### config.mk
export PLATFORM = sky130hd
export DESIGN_NAME = ec_stripe_sequencer
export DESIGN_NICKNAME = d
export VERILOG_FILES = /design/src/rtl/ec_seq_pkg.sv /design/src/rtl/ec_addr_ptr.sv /design/src/rtl/ec_stripe_sequencer.sv
export SDC_FILE = /design/constraint.sdc
export NUM_CORES = 1
export LEC_CHECK = 0
export CAP_MARGIN = 20
export CORE_MARGIN = 4
export CORE_UTILIZATION = 46
export CTS_CLUSTER_DIAMETER = 60
export CTS_CLUSTER_SIZE = 12
export DETAILED_ROUTE_END_ITERATION = 12
export PLACE_DENSITY_LB_ADDON = 0.15
export SLEW_MARGIN = 20
export SYNTH_ARGS = -nofsm -noshare
export SYNTH_HDL_FRONTEND = slang
export SYNTH_SLANG_ARGS = --single-unit
### constraint.sdc
create_clock -name clk -period 8 [get_ports clk]
set_input_delay 1.6 -clock clk [delete_from_list [all_inputs] [get_ports clk]]
set_output_delay 1.6 -clock clk [all_outputs]
set_load 0.005 [all_outputs]
### src/rtl/ec_seq_pkg.sv
// Shared types for the erasure-coding stripe sequencer: FSM states, the latched
// job configuration and the default geometry constants.
package ec_seq_pkg;

  localparam int EC_K_MAX       = 8;
  localparam int EC_M_MAX       = 4;
  localparam int EC_ADDR_W      = 32;
  localparam int EC_CHUNK_BYTES = 64;
  localparam int EC_STRIPE_W    = 16;
  localparam int EC_K_W         = $clog2(EC_K_MAX + 1);
  localparam int EC_M_W         = $clog2(EC_M_MAX + 1);

  typedef enum logic [2:0] {
    ST_IDLE  = 3'd0,
    ST_CHECK = 3'd1,
    ST_LOAD  = 3'd2,
    ST_CALC  = 3'd3,
    ST_WAIT  = 3'd4,
    ST_STORE = 3'd5,
    ST_NEXT  = 3'd6,
    ST_DONE  = 3'd7
  } ec_state_e;

  typedef struct packed {
    logic [EC_K_W-1:0]      k;
    logic [EC_M_W-1:0]      m;
    logic [EC_STRIPE_W-1:0] stripes;
    logic [EC_ADDR_W-1:0]   data_base;
    logic [EC_ADDR_W-1:0]   par_base;
  } ec_job_cfg_t;

  // k and m must each be non-zero and within the engine's chunk capacity
  function automatic logic cfg_legal(input ec_job_cfg_t c, input int k_max, input int m_max);
    return (c.k != EC_K_W'(0)) && (int'(c.k) <= k_max) &&
           (c.m != EC_M_W'(0)) && (int'(c.m) <= m_max);
  endfunction

endpackage

### src/rtl/ec_addr_ptr.sv
// Running chunk address pointer: loads a base, then steps by one chunk per
// handshake, wrapping modulo 2^ADDR_W.
module ec_addr_ptr #(
  parameter int ADDR_W = 32,
  parameter int STEP   = 64
) (
  input  logic              clk,
  input  logic              rst_n,
  input  logic              load_i,
  input  logic [ADDR_W-1:0] load_val_i,
  input  logic              inc_i,
  output logic [ADDR_W-1:0] addr_o
);

  logic [ADDR_W-1:0] addr_q, addr_d;

  // next pointer value: load wins over increment
  always_comb begin
    addr_d = addr_q;
    if (load_i) begin
      addr_d = load_val_i;
    end else if (inc_i) begin
      addr_d = addr_q + ADDR_W'(STEP);
    end else begin
      addr_d = addr_q;
    end
  end

  // pointer register
  always_ff @(posedge clk or negedge rst_n) begin
    if (!rst_n) begin
      addr_q <= '0;
    end else begin
      addr_q <= addr_d;
    end
  end

  assign addr_o = addr_q;

endmodule

### src/rtl/ec_stripe_sequencer.sv
// Erasure-coding job sequencer: per stripe reads k chunks, kicks one parity
// calculation, writes m parity chunks. Optional cycle counter: EC_SEQ_PERF_EN.
module ec_stripe_sequencer
  import ec_seq_pkg::*;
#(
  parameter int K_MAX       = EC_K_MAX,
  parameter int M_MAX       = EC_M_MAX,
  parameter int ADDR_W      = EC_ADDR_W,
  parameter int CHUNK_BYTES = EC_CHUNK_BYTES,
  parameter int STRIPE_W    = EC_STRIPE_W
) (
  input  logic                         clk,
  input  logic                         rst_n,
  input  logic                         start,
  input  logic [$clog2(K_MAX+1)-1:0]   cfg_k,
  input  logic [$clog2(M_MAX+1)-1:0]   cfg_m,
  input  logic [STRIPE_W-1:0]          cfg_stripes,
  input  logic [ADDR_W-1:0]            cfg_data_base,
  input  logic [ADDR_W-1:0]            cfg_par_base,
  output logic                         busy,
  output logic                         finish,
  output logic                         err,
  output logic                         rd_valid,
  input  logic                         rd_ready,
  output logic [ADDR_W-1:0]            rd_addr,
  output logic [$clog2(K_MAX)-1:0]     rd_idx,
  output logic                         calc_start,
  input  logic                         calc_done,
  output logic                         wr_valid,
  input  logic                         wr_ready,
  output logic [ADDR_W-1:0]            wr_addr,
  output logic [$clog2(M_MAX)-1:0]     wr_idx,
  output logic [31:0]                  perf_cycles
);

  localparam int KW  = $clog2(K_MAX + 1);
  localparam int MW  = $clog2(M_MAX + 1);
  localparam int KIW = $clog2(K_MAX);
  localparam int MIW = $clog2(M_MAX);

  ec_state_e           state_q, state_d;
  ec_job_cfg_t         cfg_q, cfg_d;
  logic [STRIPE_W-1:0] stripe_q, stripe_d;
  logic [KIW-1:0]      rd_idx_q, rd_idx_d;
  logic [MIW-1:0]      wr_idx_q, wr_idx_d;
  logic                err_d;
  logic                busy_q, finish_q, err_q, rd_valid_q, wr_valid_q, calc_start_q;
  logic                accept_s, rd_hs_s, wr_hs_s, last_rd_s, last_wr_s;

  assign accept_s  = (state_q == ST_IDLE) && start;
  assign rd_hs_s   = rd_valid_q && rd_ready;
  assign wr_hs_s   = wr_valid_q && wr_ready;
  assign last_rd_s = (KW'(rd_idx_q) + KW'(1)) == cfg_q.k;
  assign last_wr_s = (MW'(wr_idx_q) + MW'(1)) == cfg_q.m;

  // next-state, configuration latch and index/stripe counters
  always_comb begin
    state_d  = state_q;
    cfg_d    = cfg_q;
    stripe_d = stripe_q;
    rd_idx_d = rd_idx_q;
    wr_idx_d = wr_idx_q;
    err_d    = 1'b0;
    case (state_q)
      ST_IDLE: begin
        if (start) begin
          cfg_d = '{k: cfg_k, m: cfg_m, stripes: cfg_stripes,
                    data_base: cfg_data_base, par_base: cfg_par_base};
          stripe_d = '0;
          rd_idx_d = '0;
          wr_idx_d = '0;
          state_d  = ST_CHECK;
        end else begin
          state_d = ST_IDLE;
        end
      end
      ST_CHECK: begin
        if (!cfg_legal(cfg_q, K_MAX, M_MAX)) begin
          err_d   = 1'b1;
          state_d = ST_DONE;
        end else if (cfg_q.stripes == '0) begin
          state_d = ST_DONE;
        end else begin
          state_d = ST_LOAD;
        end
      end
      ST_LOAD: begin
        if (rd_hs_s && last_rd_s) begin
          rd_idx_d = '0;
          state_d  = ST_CALC;
        end else if (rd_hs_s) begin
          rd_idx_d = rd_idx_q + KIW'(1);
        end else begin
          rd_idx_d = rd_idx_q;
        end
      end
      ST_CALC: state_d = ST_WAIT;
      ST_WAIT: begin
        if (calc_done) begin
          state_d = ST_STORE;
        end else begin
          state_d = ST_WAIT;
        end
      end
      ST_STORE: begin
        if (wr_hs_s && last_wr_s) begin
          wr_idx_d = '0;
          state_d  = ST_NEXT;
        end else if (wr_hs_s) begin
          wr_idx_d = wr_idx_q + MIW'(1);
        end else begin
          wr_idx_d = wr_idx_q;
        end
      end
      ST_NEXT: begin
        stripe_d = stripe_q + STRIPE_W'(1);
        if (stripe_d == cfg_q.stripes) begin
          state_d = ST_DONE;
        end else begin
          state_d = ST_LOAD;
        end
      end
      ST_DONE: state_d = ST_IDLE;
      default: state_d = ST_IDLE;
    endcase
  end

  // state, job registers and outputs registered from the next state
  always_ff @(posedge clk or negedge rst_n) begin
    if (!rst_n) begin
      state_q      <= ST_IDLE;
      cfg_q        <= '0;
      stripe_q     <= '0;
      rd_idx_q     <= '0;
      wr_idx_q     <= '0;
      busy_q       <= 1'b0;
      finish_q     <= 1'b0;
      err_q        <= 1'b0;
      rd_valid_q   <= 1'b0;
      wr_valid_q   <= 1'b0;
      calc_start_q <= 1'b0;
    end else begin
      state_q      <= state_d;
      cfg_q        <= cfg_d;
      stripe_q     <= stripe_d;
      rd_idx_q     <= rd_idx_d;
      wr_idx_q     <= wr_idx_d;
      busy_q       <= (state_d != ST_IDLE);
      finish_q     <= (state_d == ST_DONE);
      err_q        <= err_d;
      rd_valid_q   <= (state_d == ST_LOAD);
      wr_valid_q   <= (state_d == ST_STORE);
      calc_start_q <= (state_d == ST_CALC);
    end
  end

  ec_addr_ptr #(.ADDR_W(ADDR_W), .STEP(CHUNK_BYTES)) u_rd_ptr (
    .clk(clk), .rst_n(rst_n), .load_i(accept_s), .load_val_i(cfg_data_base),
    .inc_i(rd_hs_s), .addr_o(rd_addr)
  );

  ec_addr_ptr #(.ADDR_W(ADDR_W), .STEP(CHUNK_BYTES)) u_wr_ptr (
    .clk(clk), .rst_n(rst_n), .load_i(accept_s), .load_val_i(cfg_par_base),
    .inc_i(wr_hs_s), .addr_o(wr_addr)
  );

  assign busy       = busy_q;
  assign finish     = finish_q;
  assign err        = err_q;
  assign rd_valid   = rd_valid_q;
  assign wr_valid   = wr_valid_q;
  assign calc_start = calc_start_q;
  assign rd_idx     = rd_idx_q;
  assign wr_idx     = wr_idx_q;

`ifdef EC_SEQ_PERF_EN
  logic [31:0] perf_q, perf_d;

  // cleared on accept, counts busy cycles, holds after the job ends
  always_comb begin
    perf_d = perf_q;
    if (accept_s) begin
      perf_d = 32'd0;
    end else if (busy_q) begin
      perf_d = perf_q + 32'd1;
    end else begin
      perf_d = perf_q;
    end
  end

  // cycle counter register
  always_ff @(posedge clk or negedge rst_n) begin
    if (!rst_n) begin
      perf_q <= 32'd0;
    end else begin
      perf_q <= perf_d;
    end
  end

  assign perf_cycles = perf_q;
`else
  assign perf_cycles = 32'd0;
`endif

endmodule

=== After elaboration in Yosys (flattened, before gate mapping) ===
Cells that the tools add are included.

* Flip-flop bits (word level): 117
* Input port bits: 93
* Output and inout port bits: 107
* Logic and storage cells: 87

* Add/subtract/negate cells: 7
* Order comparisons: 2
* Equal/unequal tests: 17
* Mux-type cells: 24
* Reductions and logical operators: 22

{| class="wikitable"
|+ Operators by type and width
! cell !! count
|-
| $mux 32 || 4
|-
| $add 32x7->32 const B || 2
|-
| $pmux 16 s2 || 1
|-
| $mux 3 || 8
|-
| $pmux 3 s8 || 1
|-
| $eq 3x3->1 const B || 6
|-
| $add 16x1->16 const B || 1
|-
| $eq 16x16->1 || 1
|-
| $logic_not 16->1 || 1
|-
| $mux 16 || 1
|-
| $eq 3x2->1 const B || 4
|-
| $reduce_bool 2->1 || 5
|-
| $logic_and 1x1->1 || 8
|-
| $mux 2 || 3
|-
| $ne 3x3->1 const B || 2
|-
| $pmux 3 s2 || 1
|-
| $reduce_and 3->1 || 2
|-
| $reduce_bool 3->1 || 2
|-
| $add 3x1->4 const B || 1
|-
| $eq 4x4->1 || 1
|-
| $le 4x4->1 const B || 1
|-
| $mux 1 || 4
|-
| $pmux 2 s2 || 1
|-
| $reduce_and 2->1 || 2
|-
| 9 further kinds || 9
|}

=== Logic depth before layout (Yosys ltp) ===
Gate-level depths: netlist of run 1.

* Depth after elaboration: 7
* Depth in mapped cells: 8

=== By module ===
Synthesis of run 1 repeated with hierarchy kept, for this count alone.

* Cells, all modules: 707
* Area total of the unflattened synthesis: 6765.2 µm²

{| class="wikitable"
|+ By module, submodules not included
! module !! instances !! cells an instance !! area each (µm²) !! sequential area each (µm²)
|-
| ec_stripe_sequencer || 1 || 337 || 3294.4 || 1326.3
|-
| ec_addr_ptr (u_rd_ptr) || 1 || 185 || 1746.7 || 800.8
|-
| ec_addr_ptr (u_wr_ptr) || 1 || 185 || 1724.2 || 800.8
|}

=== Worst setup path after synthesis of run 1 ===
No wires, ideal clock.

* Path kind: input -> register
* Start point: input wr_ready
* End point: register u_wr_ptr.addr_q[27] (netlist: u_wr_ptr.addr_o[27])
* Arrival: 2785 ps
* Setup slack: 5082 ps
* Stages on the path: 8
* Path through: and2_1 clkbuf_1 and3_1 clkbuf_1 nand3_1 nor3_1 xnor2_1 o21ai_0

* Word-level cells in the longest chain between the ends: 2

{| class="wikitable"
|+ Ends and longest elaborated chain
! what !! line !! source
|-
| start, declared || ec_stripe_sequencer.sv:30 || <nowiki>input logic wr_ready,</nowiki>
|-
| $logic_and 1x1->1 || ec_stripe_sequencer.sv:52 || <nowiki>assign wr_hs_s = wr_valid_q && wr_ready;</nowiki>
|-
| $reduce_bool 2->1 (no line) || -- ||
|-
| end signal, assigned || ec_addr_ptr.sv:34 || <nowiki>addr_q <= addr_d;</nowiki>
|-
| end, declared || ec_addr_ptr.sv:15 || <nowiki>logic [ADDR_W-1:0] addr_q, addr_d;</nowiki>
|}

No other way between the ends.
A chain may end at the register's enable or synchronous reset.

=== Worst setup path after layout of run 1 ===
* Start point: input start
* End point: register wr_idx_q[1] (netlist: wr_idx[1])

* Word-level cells in the longest chain between the ends: 2

{| class="wikitable"
|+ Ends and longest elaborated chain
! what !! line !! source
|-
| start, declared || ec_stripe_sequencer.sv:14 || <nowiki>input logic start,</nowiki>
|-
| $ne 2x2->1 (no line) || -- ||
|-
| $reduce_and 3->1 (no line) || -- ||
|-
| end signal, assigned || ec_stripe_sequencer.sv:147 || <nowiki>wr_idx_q <= wr_idx_d;</nowiki>
|-
| end, declared || ec_stripe_sequencer.sv:45 || <nowiki>logic [MIW-1:0] wr_idx_q, wr_idx_d;</nowiki>
|}

No other way between the ends.

==> results of run 1 <==
-- per-layer routing --
| layer | vias up | track usage |
|---|---|---|
| met5 | - | 0 |
| met4 | 0 | 0.0744 |
| met3 | 29 | 0.0589 |
| met2 | 219 | 0.302 |
| met1 | 2686 | 0.289 |
| li1 | 2803 | - |
-- path summary, 6_finish.rpt --
check,startpoint,endpoint,depth (start not counted)
worst min register to register,u_wr_ptr.addr_o[4],u_wr_ptr.addr_o[4],2
worst max-delay path,start,wr_idx[1],5
worst min-delay path,u_wr_ptr.addr_o[4],u_wr_ptr.addr_o[4],2
min in group asynchronous,rst_n,u_wr_ptr.addr_o[15],1
max in group asynchronous,rst_n,u_wr_ptr.addr_o[21],2
worst max register to register,stripe_q[0],rd_valid,7
-- stage by stage --
step	setup slack (ns)	utilization	area (sq um)	hold WS [ns]
after detailed placement	4.19	0.586	8130	0.468
final	4.62	0.628	8720	0.475
after global placement	4.26	0.586	8130	0.459
after global routing	4.43	0.628	8720	0.509
after CTS	4.63	0.628	8720	0.483
after floorplan	5.08	-	6640	0.470
-- worst reg2reg max path, delay by kind of cell, from the launching register on --
| family | cells | cell delay [ns] |
|---|---|---|
| xor+xnor | 1 | 0.18 |
| fa+ha+maj | 1 | 0.43 |
| flops | 1 | 0.46 |
| simple gates | 5 | 1.71 |
-- synth_stat cells (all sizes together) (4+ instances only) --
cell type	n
ha	5
nand3	30
mux2i	5
o21ai	72
a21oi	11
nor2b	6
nand4	17
nand2	205
inv	14
xnor2	38
clkbuf	38
and3	15
or4	4
nor2	33
and2	4
dfrtp	117
and4	11
nor4	11
buf	34
o31ai	6
nor3	8
xor2	37
a31oi	5
-- area by class of cell --
type	instances	area [sq um]	share of cell area
flip-flops and latches	117	2930	0.336
well taps	180	225	0.0258
clock buffers	27	523	0.0600
multi-input cells	588	3230	0.371
repair buffers	170	1690	0.194
clock inverters	3	65.1	0.00746
inverters	14	52.6	0.00603
-- kinds of logic (layout without fill, tap and decap cells) --
group,after synthesis,count (layout)
buf+inv,86,214
flops,117,117
simple gates,355,355
compound gates,115,115
other cells,1,32
xor+xnor,75,75
fa+ha+maj,5,5
mux,6,6
-- state kept, by name (all words and copies together), names as in the netlist --
register / flops
err: 1
state_q: 3
rd_idx: 3
u_wr_ptr.addr_o: 32
u_rd_ptr.addr_o: 32
finish: 1
wr_valid: 1
rd_valid: 1
busy: 1
cfg_q: 23
stripe_q: 16
calc_start: 1
wr_idx: 2
-- report_power, final --
| part | internal [uW] | switching [uW] | total (uW) | leakage, uW |
|---|---|---|---|---|
| Clock | 504 | 251 | 755 | 0.000290 |
| Combinational | 590 | 468 | 1060 | 0.00197 |
| Sequential | 827 | 270 | 1100 | 0.00149 |
| Total | 1920 | 989 | 2910 | 0.00375 |
==> flow_metrics.py, run 1 <==
metrics = {
    "grt": {
        "grt.total_usage": 0.205,
        "antenna_found_initial": 0,
        "grt_pass1_wl_mm": 26.9,
        "overflow": 0,
        "grt_max_degree": 80,
        "first_global_vias": 5384,
    },
    "final_layout": {
        "nNetsFinal": 1006,
        "final_common_cell": "nand2_1",
        "mostFrequentLayoutCells": "nand2_1 (205), clkdlybuf4s50_1 (166), dfrtp_1 (117), o21ai_0 (72), xnor2_1 (38)",
        "fillers": 1148,
        "drive_gt1_frac": 0.0446,
        "diodes": 0,
        "instances_no_fill": 1099,
        "synthToLayoutAreaGrowth_pct": 33.7,
    },
    "routing": {
        "dr_wl_met3_mm": 1.22,
        "drt-met1-wl_mm": 7.53,
        "num_vias": 5737,
        "met2_length_mm": 7.44,
        "antenna_left": 0,
        "viasPerCell": 5.22,
        "first_pass_iters": 5,
        "top_layer": "met4",
        "wirelength_mm": 16.6,
        "drtIter0Drc": 473,
        "drc": 0,
        "wl_per_cell_microns": 15.1,
    },
    "logic_synthesis": {
        "synth_enable_flop_cells": 0,
        "postSynthAreaPerCell_sq_um": 8.58,
        "syn_inst": 760,
        "synthAdderAreaFrac": 0.00959,
        "synth_top_area_cell": "dfrtp_1",
        "async_flop_share": 1.00,
        "synth-compound-area-share": 0.102,
        "synth-simple-area-share": 0.255,
        "synth_top_family_by_area": "simple AND/OR/NAND/NOR gates",
        "ys_types": 55,
        "synth_mux_area_frac": 0.00940,
        "synth_xor_area_frac": 0.101,
        "synthesis.area_sq_um": 6520,
        "ys_seq_area_frac": 0.449,
        "ys_warn_count": 0,
        "synth.area.top_cells": "dfrtp_1 (45%), nand2_1 (12%), o21ai_0 (5.5%)",
        "netlist.area_leader.share": 0.449,
        "synthFlopType": "dfrtp_1",
        "ys_seq_elements": 117,
    },
    "worst_setup_path": {
        "critical_path_required_ns": 8.30,
        "cp_slowest_cell": "buf_4",
        "path_cells": "clkdlybuf4s50_1 > and2_4 > buf_4 > nor2_1 > a32o_1",
        "critPathBufInv": 2,
        "slowest_delay_ns": 0.63,
        "crit_family": "buffers and inverters",
        "endpoint_kind": "flop",
        "crit_fanout": 79,
        "path_class": "input pin to flop",
        "arrival_ns": 3.68,
        "r2r_slack_ns": 5.11,
        "start_kind": "input pin",
    },
    "timing": {
        "finalHoldViolCount": 0,
        "setup_viol": 0,
        "slew_violations": 0,
        "timing.slew.headroom": 0.420,
        "fmax_mhz": 296,
        "finClkSkew_ns": 0.00680,
        "worst_pin_slew_ns": 0.867,
        "tns_ns": 0,
        "period_share": 0.423,
        "rsz0062_at_grt": "no",
        "fin_crit_ns": 3.38,
    },
    "power_and_ir_drop": {
        "peakVddDrop_mv": 0.191,
        "p_per_area_nw_per_um2": 334,
        "p_leak_uw": 0.00375,
        "fin_total_pwr_uw": 2910,
    },
    "clocking": {
        "insertion_delay_ns": 0.41,
        "cts_sinks": 117,
        "path_clk_slew_ns": 0.05,
        "cts_hold_buf": 0,
        "cts_made_buffers": 17,
        "htreeDepth": 4,
        "cts_setup_buffers": 0,
        "cts_buffer_depth": 2,
        "cts_root_buf": "clkbuf_16",
        "cts_tree": "yes",
        "cts_resized": 0,
    },
    "floorplan": {
        "rows": 43,
        "core_sq_um": 13900,
        "die_w_microns": 127,
        "dieArea_sq_um": 16100,
        "pin_count": 200,
        "die_y_microns": 127,
        "initial_utilization": 0.470,
    },
    "place": {
        "io_buffers": 167,
        "place_congestion": 0.930,
        "dp.final_hpwl_mm": 12.1,
        "dp.cells": 1069,
    },
    "hold_path": {
        "hold_path.class": "flop to flop",
    },
    "flow_run": {
        "cap_violations": 0,
    },
    "outcome": {
        "status": "completed",
    },
}
Power figures use the tool's default switching activity.
==> run 2: changes to the inputs <==
==> constraint.sdc (replaced) <==
create_clock -name clk -period 3.4 [get_ports clk]
set_input_delay 0.68 -clock clk [delete_from_list [all_inputs] [get_ports clk]]
set_output_delay 0.68 -clock clk [all_outputs]
set_load 0.005 [all_outputs]
==> run 2 against run 1 <==
  * Clock-buffer cell count rose by 2
  * Critical path depth up 2
  * Largest cell class unchanged
  * First-iteration DRC count shrank 1.5%
  * Via count increased by 0.24%
  * Critical endpoint is now rd_idx[2]
==> flow_metrics.py, run 2 (synthesis gave the netlist of run 1 again) <==
metrics = {
    "outcome": {
        "status": "completed",
    },
    "final_layout": {
        "nNetsFinal": 1008,
        "synthToLayoutAreaGrowth_pct": 34.0,
        "mostFrequentLayoutCells": "nand2_1 (205), clkdlybuf4s50_1 (166), dfrtp_1 (117), o21ai_0 (72), xnor2_1 (38)",
        "drive_gt1_frac": 0.0488,
        "diodes": 0,
        "final_common_cell": "nand2_1",
    },
    "worst_setup_path": {
        "endpoint_kind": "flop",
        "crit_fanout": 7,
        "timing.rr.end": "rd_idx[2]",
        "slowest_delay_ns": 0.82,
        "start_kind": "flop",
        "reg2reg_from": "rd_idx[0]",
        "arrival_ns": 3.01,
        "path_class": "flop to flop",
        "r2r_slack_ns": 0.67,
        "reg2regPathDepth": 7,
        "path_cells": "ha_1 > xor2_1 > or3_1 > a2111oi_0 > nor4_1 > a21oi_1 > mux2i_1",
        "critical_path_required_ns": 3.68,
        "cp_slowest_cell": "a2111oi_0",
    },
    "timing": {
        "tns_ns": 0,
        "worst_slack_ns": 0.668,
        "finClkSkew_ns": 0.00710,
        "timing.slew.headroom": 0.392,
        "finalHoldViolCount": 0,
        "worst_pin_slew_ns": 0.889,
        "setup_viol": 0,
        "fmax_mhz": 366,
        "fin_crit_ns": 2.73,
        "slew_violations": 0,
        "rsz0062_at_grt": "no",
        "period_share": 0.804,
    },
    "clocking": {
        "cts_tree": "yes",
        "htreeDepth": 4,
        "path_clk_slew_ns": 0.05,
        "cts_buffer_depth": 2,
        "cts_made_buffers": 17,
        "cts_sinks": 117,
        "cts_hold_buf": 0,
        "cts_root_buf": "clkbuf_16",
        "insertion_delay_ns": 0.41,
        "cts_setup_buffers": 0,
        "cts_resized": 0,
    },
    "place": {
        "place_congestion": 0.904,
        "preCtsSetupSlack_ns": 0.634,
        "io_buffers": 167,
        "dp.final_hpwl_mm": 11.9,
    },
    "power_and_ir_drop": {
        "peakVddDrop_mv": 0.415,
        "p_leak_uw": 0.00376,
        "p_per_area_nw_per_um2": 778,
    },
    "grt": {
        "grt_pass1_wl_mm": 27.1,
        "antenna_found_initial": 0,
        "grt.total_usage": 0.207,
        "first_global_vias": 5508,
        "grt_max_degree": 136,
        "overflow": 0,
    },
    "routing": {
        "wl_per_cell_microns": 15.1,
        "drc": 0,
        "first_pass_iters": 4,
        "viasPerCell": 5.22,
        "drtIter0Drc": 466,
        "antenna_left": 0,
        "num_vias": 5751,
        "wirelength_mm": 16.7,
    },
    "floorplan": {
        "dieArea_sq_um": 16100,
        "initial_utilization": 0.470,
        "die_y_microns": 127,
        "die_w_microns": 127,
        "rows": 43,
        "core_sq_um": 13900,
        "pin_count": 200,
    },
    "flow_run": {
        "cap_violations": 0,
    },
    "hold_path": {
        "hold_path.class": "input pin to asynchronous set/reset pin",
    },
}
==> run 2: cell type report <==
class	instances	area, sq um
clock inverters	2	10.0
fillers	1144	5140
clock buffers	29	561
inverters	14	52.6
repair buffers	172	1730
flip-flops and latches	117	2930
well taps	180	225
multi-input cells	588	3230
==> run 2: worst max path at each step <==
| stage | start | end | slack [ns] | depth (start not counted) |
|---|---|---|---|---|
| 2_1_floorplan | stripe_q[0] | rd_valid | 0.87 | 8 |
| 3_3_place_gp | stripe_q[0] | rd_valid | 0.77 | 7 |
| 3_5_place_dp | rd_ready | rd_idx[2] | 0.63 | 6 |
| 4_1_cts | stripe_q[0] | rd_valid | 0.71 | 7 |
| 5_1_grt | stripe_q[0] | rd_valid | 0.45 | 7 |
| 6_report | rd_idx[0] | rd_idx[2] | 0.67 | 7 |
==> run 2: per-layer routing <==
metal	up-vias	GRT usage	share of wire
met4	0	0.0909	0.026
met3	33	0.0543	0.066
met1	2716	0.274	0.44
met2	193	0.321	0.47
met5	-	0	0
li1	2809	-	-
==> run 2: worst max-delay path, delay by kind of cell (launching register included) <==
family,cells,cell delay (ns)
flops,1,0.46
compound gates,2,1.07
mux,1,0.11
fa+ha+maj,1,0.27
simple gates,2,0.52
xor+xnor,1,0.18
==> run 2: per-stage QoR <==
stage | cell area, sq um | utilization | hold WS, ns | instances | power [uW]
6_report | 8740 | 0.630 | 0.329 | 1102 | 6800
5_1_grt | 8740 | 0.630 | 0.393 | 1102 | 7270
4_1_cts | 8740 | 0.630 | 0.391 | 1102 | 6850
3_5_place_dp | 8170 | 0.589 | 0.466 | 1071 | 5130
3_3_place_gp | 8170 | 0.589 | 0.459 | 1071 | 5030
2_1_floorplan | 6640 | - | 0.384 | 791 | 3810
==> run 2: where the power goes <==
| group | switching (uW) | internal [uW] |
|---|---|---|
| clock network | 587 | 1100 |
| logic | 1110 | 1410 |
| registers | 639 | 1950 |
